--- src/rtl/cellrv32_uart_image_uploader_if.sv ---
// cellrv32_uart_image_uploader_if: source-side handshake and serial output bundle of the image uploader
interface cellrv32_uart_image_uploader_if;
    logic        start_i;
    logic [31:0] size_i;
    logic [31:0] csum_i;
    logic [31:0] word_i;
    logic        word_valid_i;
    logic        word_ready_o;
    logic        busy_o;
    logic        done_o;
    logic        txd_o;
    logic        csum_err_o;
    modport master (
        output start_i, size_i, csum_i, word_i, word_valid_i,
        input  word_ready_o, busy_o, done_o, txd_o, csum_err_o
    );
    modport slave (
        input  start_i, size_i, csum_i, word_i, word_valid_i,
        output word_ready_o, busy_o, done_o, txd_o, csum_err_o
    );
endinterface

--- src/rtl/cellrv32_uart_image_uploader.sv ---
// cellrv32_uart_image_uploader: UART 8N1 streamer of bootloader header plus image words; CELLRV32_UPLOADER_CHECK_EN adds checksum verification
module cellrv32_uart_image_uploader #(
    parameter int          CLOCK_FREQUENCY = 50000000,
    parameter int          BAUD_RATE       = 19200,
    parameter logic [31:0] SIGNATURE       = 32'h4788CAFE
) (
    input logic clk_i,
    input logic rst_i,
    cellrv32_uart_image_uploader_if.slave up
);
    localparam int BAUD_DIV = CLOCK_FREQUENCY / BAUD_RATE;
    localparam int BW = (BAUD_DIV > 1) ? $clog2(BAUD_DIV) : 1;

    if (BAUD_DIV < 2) begin : g_baud_chk
        $fatal(1, "BAUD_DIV must be at least 2");
    end

    typedef enum logic [2:0] {IDLE, HDR, DATA_WAIT, DATA, FINISH} state_t;

    state_t        state, state_nxt;
    logic [BW-1:0] baud_cnt;
    logic [3:0]    bit_cnt;
    logic [1:0]    byte_idx, word_idx;
    logic [29:0]   wcnt;
    logic [31:0]   size_q, csum_q, data_q, cur_word;
    logic [7:0]    cur_byte;
    logic [9:0]    frame;
    logic          sending, bit_end, frame_end, word_end, hdr_end, start_ok, accept, csum_err;

    // frame decode, next-state selection and serial bit selection
    always_comb begin
        sending   = state == HDR || state == DATA;
        bit_end   = sending && baud_cnt == BW'(BAUD_DIV - 1);
        frame_end = bit_end && bit_cnt == 4'd9;
        word_end  = frame_end && byte_idx == 2'd3;
        hdr_end   = word_end && word_idx == 2'd2;
        start_ok  = state == IDLE && up.start_i;
        accept    = state == DATA_WAIT && up.word_valid_i;
        cur_word  = state == DATA ? data_q : word_idx == 2'd0 ? SIGNATURE : word_idx == 2'd1 ? size_q : csum_q;
        cur_byte  = 8'(cur_word >> {byte_idx, 3'b000});
        frame     = {1'b1, cur_byte, 1'b0};
        state_nxt = state;
        case (state)
            IDLE:      state_nxt = start_ok ? HDR : IDLE;
            HDR:       state_nxt = hdr_end ? (wcnt != '0 ? DATA_WAIT : FINISH) : HDR;
            DATA_WAIT: state_nxt = accept ? DATA : DATA_WAIT;
            DATA:      state_nxt = word_end ? (wcnt != '0 ? DATA_WAIT : FINISH) : DATA;
            default:   state_nxt = IDLE;
        endcase
    end

    assign up.word_ready_o = state == DATA_WAIT;
    assign up.busy_o       = sending || state == DATA_WAIT;
    assign up.done_o       = state == FINISH;
    assign up.txd_o        = sending ? frame[bit_cnt] : 1'b1;
    assign up.csum_err_o   = csum_err;

    // state register
    always_ff @(posedge clk_i) begin
        if (rst_i) state <= IDLE;
        else       state <= state_nxt;
    end

    // baud/bit/byte/word counters plus header and data word capture
    always_ff @(posedge clk_i) begin
        if (rst_i) begin
            baud_cnt <= '0;
            bit_cnt  <= '0;
            byte_idx <= '0;
            word_idx <= '0;
            wcnt     <= '0;
            size_q   <= '0;
            csum_q   <= '0;
            data_q   <= '0;
        end else begin
            baud_cnt <= (!sending || bit_end) ? '0 : baud_cnt + 1'b1;
            bit_cnt  <= (!sending || frame_end) ? 4'd0 : bit_end ? bit_cnt + 4'd1 : bit_cnt;
            byte_idx <= (!sending || word_end) ? 2'd0 : frame_end ? byte_idx + 2'd1 : byte_idx;
            word_idx <= state != HDR ? 2'd0 : word_end ? word_idx + 2'd1 : word_idx;
            if (start_ok) begin
                size_q <= up.size_i & ~32'h3;
                csum_q <= up.csum_i;
                wcnt   <= up.size_i[31:2];
            end
            if (accept) begin
                data_q <= up.word_i;
                wcnt   <= wcnt - 30'd1;
            end
        end
    end

`ifdef CELLRV32_UPLOADER_CHECK_EN
    logic [31:0] sum;

    // running checksum; flag is resolved on entry to FINISH so it is valid alongside done_o
    always_ff @(posedge clk_i) begin
        if (rst_i) begin
            sum      <= '0;
            csum_err <= 1'b0;
        end else begin
            sum      <= start_ok ? up.csum_i : accept ? sum + up.word_i : sum;
            csum_err <= start_ok ? 1'b0 : (state != FINISH && state_nxt == FINISH) ? sum != '0 : csum_err;
        end
    end
`else
    assign csum_err = 1'b0;
`endif
endmodule

--- src/flat_wrapper.sv ---
// flat-port wrapper written by rule: the top's interface ports become plain ports
module cellrv32_uart_image_uploader_flat 
#(
    parameter int          CLOCK_FREQUENCY = 50000000,
    parameter int          BAUD_RATE       = 19200,
    parameter logic [31:0] SIGNATURE       = 32'h4788CAFE
)
  (clk_i, rst_i, up_start_i, up_size_i, up_csum_i, up_word_i, up_word_valid_i, up_word_ready_o, up_busy_o, up_done_o, up_txd_o, up_csum_err_o);
  cellrv32_uart_image_uploader_if up_i ();
  input logic clk_i;
  input logic rst_i;
  input wire logic [$bits(up_i.start_i)-1:0] up_start_i;
  input wire logic [$bits(up_i.size_i)-1:0] up_size_i;
  input wire logic [$bits(up_i.csum_i)-1:0] up_csum_i;
  input wire logic [$bits(up_i.word_i)-1:0] up_word_i;
  input wire logic [$bits(up_i.word_valid_i)-1:0] up_word_valid_i;
  output wire logic [$bits(up_i.word_ready_o)-1:0] up_word_ready_o;
  output wire logic [$bits(up_i.busy_o)-1:0] up_busy_o;
  output wire logic [$bits(up_i.done_o)-1:0] up_done_o;
  output wire logic [$bits(up_i.txd_o)-1:0] up_txd_o;
  output wire logic [$bits(up_i.csum_err_o)-1:0] up_csum_err_o;
  assign up_i.start_i = up_start_i;
  assign up_i.size_i = up_size_i;
  assign up_i.csum_i = up_csum_i;
  assign up_i.word_i = up_word_i;
  assign up_i.word_valid_i = up_word_valid_i;
  assign up_word_ready_o = up_i.word_ready_o;
  assign up_busy_o = up_i.busy_o;
  assign up_done_o = up_i.done_o;
  assign up_txd_o = up_i.txd_o;
  assign up_csum_err_o = up_i.csum_err_o;
  cellrv32_uart_image_uploader #(.CLOCK_FREQUENCY(CLOCK_FREQUENCY), .BAUD_RATE(BAUD_RATE), .SIGNATURE(SIGNATURE)) u_core (.clk_i(clk_i), .rst_i(rst_i), .up(up_i));
endmodule
--- config.mk ---
export PLATFORM = sky130hd
export DESIGN_NAME = cellrv32_uart_image_uploader_flat
export DESIGN_NICKNAME = d
export VERILOG_FILES = /design/src/rtl/cellrv32_uart_image_uploader_if.sv /design/src/rtl/cellrv32_uart_image_uploader.sv /design/src/flat_wrapper.sv
export SDC_FILE = /design/constraint.sdc
export NUM_CORES = 1
export LEC_CHECK = 0
export CORE_ASPECT_RATIO = 0.6
export CORE_MARGIN = 1
export CORE_UTILIZATION = 54
export CTS_BUF_LIST = sky130_fd_sc_hd__clkbuf_8 sky130_fd_sc_hd__clkbuf_16
export CTS_CLUSTER_DIAMETER = 80
export DETAILED_ROUTE_END_ITERATION = 8
export PLACE_DENSITY = 0.8
export SYNTH_ARGS = -nofsm -noshare
export SYNTH_HDL_FRONTEND = slang
export SYNTH_SLANG_ARGS = --single-unit
export TNS_END_PERCENT = 5
--- constraint.sdc ---
create_clock -name clk_i -period 3.74 [get_ports clk_i]
set_input_delay 0.561 -clock clk_i [delete_from_list [all_inputs] [get_ports clk_i]]
set_output_delay 0.561 -clock clk_i [all_outputs]
set_load 0.005 [all_outputs]
==> flow_metrics.env <==
export IMPL_status="finished, final reports clean"
export IMPL_p_seq_share_pct=44.0
export IMPL_cts_tree="done"
export IMPL_post_route_cell_area_mm2=0.008711
export IMPL_r2r_setup_slack_ns=1.09
export IMPL_cts_max_path_buffers=2
export IMPL_highest_layer="met4"
export IMPL_ir_drop_v=0.0002242
export IMPL_p_per_area_mw_per_mm2=437.6
export IMPL_slew_viol_final=0
export IMPL_syn_area_per_cell_um2=7.981
export IMPL_clk_latency_ns=0.43
export IMPL_core_mm2=0.01226
export IMPL_port_buffers=101
export IMPL_ys_warnings_count=0
export IMPL_drt_iter0_markers=691
export IMPL_setup_tns_ns=0
export IMPL_pwr_share_clk_pct=46.3
export IMPL_whs_path_depth=2
export IMPL_p_int_w=0.002856
export IMPL_numCtsBuffers=17
export IMPL_max_slew_margin_pct=57.04
export IMPL_start_util_pct=56.39
export IMPL_htree_levels=4
export IMPL_p_sw_share_pct=25.08
export IMPL_layout_drive_gt1_share_pct=9.613
export IMPL_grt_pass1_vias=5598
export IMPL_synth_xor_area_share_pct=1.394
export IMPL_finalPower_w=0.003812
export IMPL_synthArstFlopShare_pct=0
export IMPL_pwr_share_comb_pct=9.7
export IMPL_die_h_um=89.64
export IMPL_synth_area_mm2=0.006912
export IMPL_dp_slack_ns=0.5284
export IMPL_r2r_end="u_core.wcnt[22]$_SDFFE_PP0P_"
export IMPL_antenna_found_initial=0
export IMPL_cts_root_buf="clkbuf_16"
export IMPL_worstPathArrival_ns=3.05
export IMPL_p_sw_w=0.0009561
export IMPL_reg2reg_from="u_core.wcnt[12]$_SDFFE_PP0P_"
export IMPL_wl_met3_mm=1.565
export IMPL_synth_edff_count=0
export IMPL_grt_usage_pct=29.18
export IMPL_syn_inst=866
export IMPL_hold_start="u_core.csum_q[2]$_SDFFE_PP0P_"
export IMPL_ant_nets=0
export IMPL_wl_mm=19.03
export IMPL_slowest_delay_ns=0.45
export IMPL_postSynthRegisterBits=147
export IMPL_dp_hpwl_mm=13.46
export IMPL_grt_overflow=0
export IMPL_areaGrowthSynthToFinish_pct=26.03
export IMPL_grt_pass1_wl_mm=29.53
export IMPL_cts_reportedPaths_clkPinSlew_ns=0.06
export IMPL_nNetsFinal=1053
export IMPL_synth_fa_ha_area_share_pct=1.629
export IMPL_setup_slack_ns=0.1290
export IMPL_synth_simple_gate_area_share_pct=24.89
export IMPL_crit_fanout=7
export IMPL_grt_setup_unrepaired="no"
export IMPL_wl_per_cell_um=16.96
export IMPL_p_leak_nw=2.977
export IMPL_r2r_cells=5
export IMPL_die_w_um=148.1
export IMPL_stdcell_count=1122
export IMPL_drc=0
export IMPL_synth_flop_cell="dfxtp_1"
export IMPL_wl_met2_mm=7.813
export IMPL_ys_types=68
export IMPL_viasPerCell=5.838
export IMPL_dp_cells=1090
export IMPL_period_share_pct=96.55
export IMPL_die_area_mm2=0.01327
export IMPL_worstSetupStartpointType="flop"
export IMPL_cp_cell_sequence="inv_1, ha_2, buf_4, mux4_2, and3_1, o211ai_1, o221ai_1, a311oi_2, o21ai_1, clkdlybuf4s50_1"
export IMPL_grt_max_degree=90
export IMPL_hold_viol_final=0
export IMPL_worst_setup_path_type="flop to primary output"
export IMPL_synth_top_family_by_area="simple AND/OR/NAND/NOR gates"
export IMPL_gp_congestion=0.9406
export IMPL_synth_compound_area_share_pct=18.95
export IMPL_cts_sinks=147
export IMPL_cts_setup_buffers=0
export IMPL_fin_skew_ns=0.01307
export IMPL_finalSetupViolCount=0
export IMPL_ios=105
export IMPL_synth_seq_area_share_pct=42.58
export IMPL_vias=6550
export IMPL_n_fill_cell=1012
export IMPL_antennaDiodeCount=0
export IMPL_placed_area_mm2=0.008079
export IMPL_tightest_slew_ns=0.6444
export IMPL_min_path_type="flop to flop"
export IMPL_max_cap_violations=0
export IMPL_met1_length_mm=9.426
export IMPL_hold_end="u_core.csum_q[2]$_SDFFE_PP0P_"
export IMPL_required_ns=3.18
export IMPL_fmax_mhz=276.9
export IMPL_muxShareOfSynthArea_pct=6.137
export IMPL_rows=31
export IMPL_end_kind="primary output"
export IMPL_slowest_stage="clkdlybuf4s50_1"
export IMPL_fin_crit_ns=3.611
export IMPL_dr_pass1_iters=6
export IMPL_synth_nets=975
[worst max-delay path by stage]
stage | depth (start not counted) | endpoint | startpoint
after floorplan | 10 | up_txd_o | u_core.word_idx[1]$_SDFFE_PP0P_
after detailed placement | 7 | up_txd_o | u_core.byte_idx[0]$_SDFFE_PP0P_
final | 10 | up_txd_o | u_core.word_idx[1]$_SDFFE_PP0P_
after CTS | 7 | up_txd_o | u_core.byte_idx[0]$_SDFFE_PP0P_
after global routing | 10 | up_txd_o | u_core.word_idx[1]$_SDFFE_PP0P_
after global placement | 7 | up_txd_o | u_core.byte_idx[0]$_SDFFE_PP0P_
[registers in the layout, summed over array words and instances, names as in the netlist]
register         flops
u_core.size_q       30
u_core.baud_cnt     12
u_core.bit_cnt       4
u_core.wcnt         30
u_core.byte_idx      2
u_core.word_idx      2
u_core.state         3
u_core.data_q       32
u_core.csum_q       32
[layer usage]
| layer | global-route usage [%] | up-vias |
|---|---|---|
| met4 | 8.622 | 0 |
| met3 | 4.596 | 23 |
| met2 | 42.13 | 275 |
| li1 | - | 3199 |
| met1 | 44.45 | 3053 |
| met5 | 0 | - |
[metrics by stage]
step / util (%) / hold WS (ns)
after global placement: 65.91 / 0.4411
after global routing: 71.07 / 0.4688
final: 71.07 / 0.4518
after floorplan: - / 0.4300
after detailed placement: 65.91 / 0.4462
after CTS: 70.92 / 0.4546
[layout make-up]
cell class,instances,area (um^2),share of cell area [%]
inverters,12,45.04,0.5171
repair buffers,121,1196,13.73
flip-flops and latches,147,2947,33.83
clock buffers,19,452.9,5.200
multi-input cells,645,3704,42.52
well taps,165,206.4,2.370
clock inverters,13,160.2,1.839
[layout by cell type (no fill, tap or decap), drive strengths merged, types with 18 or more instances in the layout]
cell type	count
clkbuf	19
mux2i	21
inv	20
dfxtp	147
clkdlybuf4s50	100
o21ai	25
a21oi	121
nor2	44
nand2	212
a31oi	19
nor3	19
buf	21
nand3	18
[repair_timing]
| action | in CTS | in global routing |
|---|---|---|
| setup endpoints to repair | 0 | 1 |
| hold buffers | 0 | 0 |
| resized for setup | 0 | 7 |
[kinds of logic (layout without fill, tap and decap cells)]
group                      after synthesis  in the layout
DFF                                    147            147
other                                    1              1
AOI/OAI and AO/OA                      222            222
adders and majority gates                9              9
muxes                                   34             34
buffers and inverters                   74            165
and+or+nand+nor                        368            368
xor gates and xnor gates                11             11
[Yosys cell counts, types with 3 or more instances]
master / instances / area (um^2)
mux2i_1: 21 / 210.2
nor4bb_1: 5 / 50.05
or3_1: 10 / 62.56
or2_2: 3 / 18.77
o21ai_0: 25 / 125.1
inv_1: 12 / 45.04
nor3_1: 18 / 90.09
nor2_1: 44 / 165.2
xnor2_1: 6 / 52.55
mux2_2: 7 / 78.83
nand2b_1: 4 / 25.02
o21a_1: 5 / 37.54
o311ai_0: 6 / 52.55
nand3b_1: 4 / 30.03
clkbuf_1: 47 / 176.4
and3_1: 6 / 37.54
a21o_1: 3 / 22.52
a21oi_1: 121 / 605.6
and3b_1: 3 / 26.28
dfxtp_1: 147 / 2943
mux4_2: 6 / 135.1
ha_1: 9 / 112.6
a211oi_1: 3 / 22.52
nand4_1: 5 / 31.28
nor4_1: 3 / 18.77
a31o_2: 3 / 26.28
a311oi_1: 3 / 26.28
nand3_1: 18 / 90.09
buf_1: 10 / 37.54
a31oi_1: 19 / 118.9
o211ai_1: 17 / 127.6
xor2_1: 5 / 43.79
nor3b_1: 4 / 30.03
or4_1: 9 / 67.56
nand2_1: 212 / 795.8
o22ai_1: 3 / 18.77
or3_4: 3 / 33.78
[worst max-delay path: cells and delay by family, from the launching register on]
| family | cells | cell delay, ns |
|---|---|---|
| buf+inv | 3 | 0.75 |
| compound gates | 4 | 0.75 |
| mux | 1 | 0.35 |
| simple gates | 1 | 0.23 |
| fa+ha+maj | 1 | 0.22 |
| flops | 1 | 0.33 |
[power by group through the flow]
stage | sequential [W] | combinational, W | clock [W]
after CTS | 0.00168 | 0.000366 | 0.00178
final | 0.00168 | 0.000369 | 0.00177
after floorplan | 0.00169 | 0.000200 | 0
after global routing | 0.00168 | 0.000400 | 0.00185
after detailed placement | 0.00171 | 0.000362 | 0
after global placement | 0.00171 | 0.000357 | 0
(Power assumes the default switching activity.)
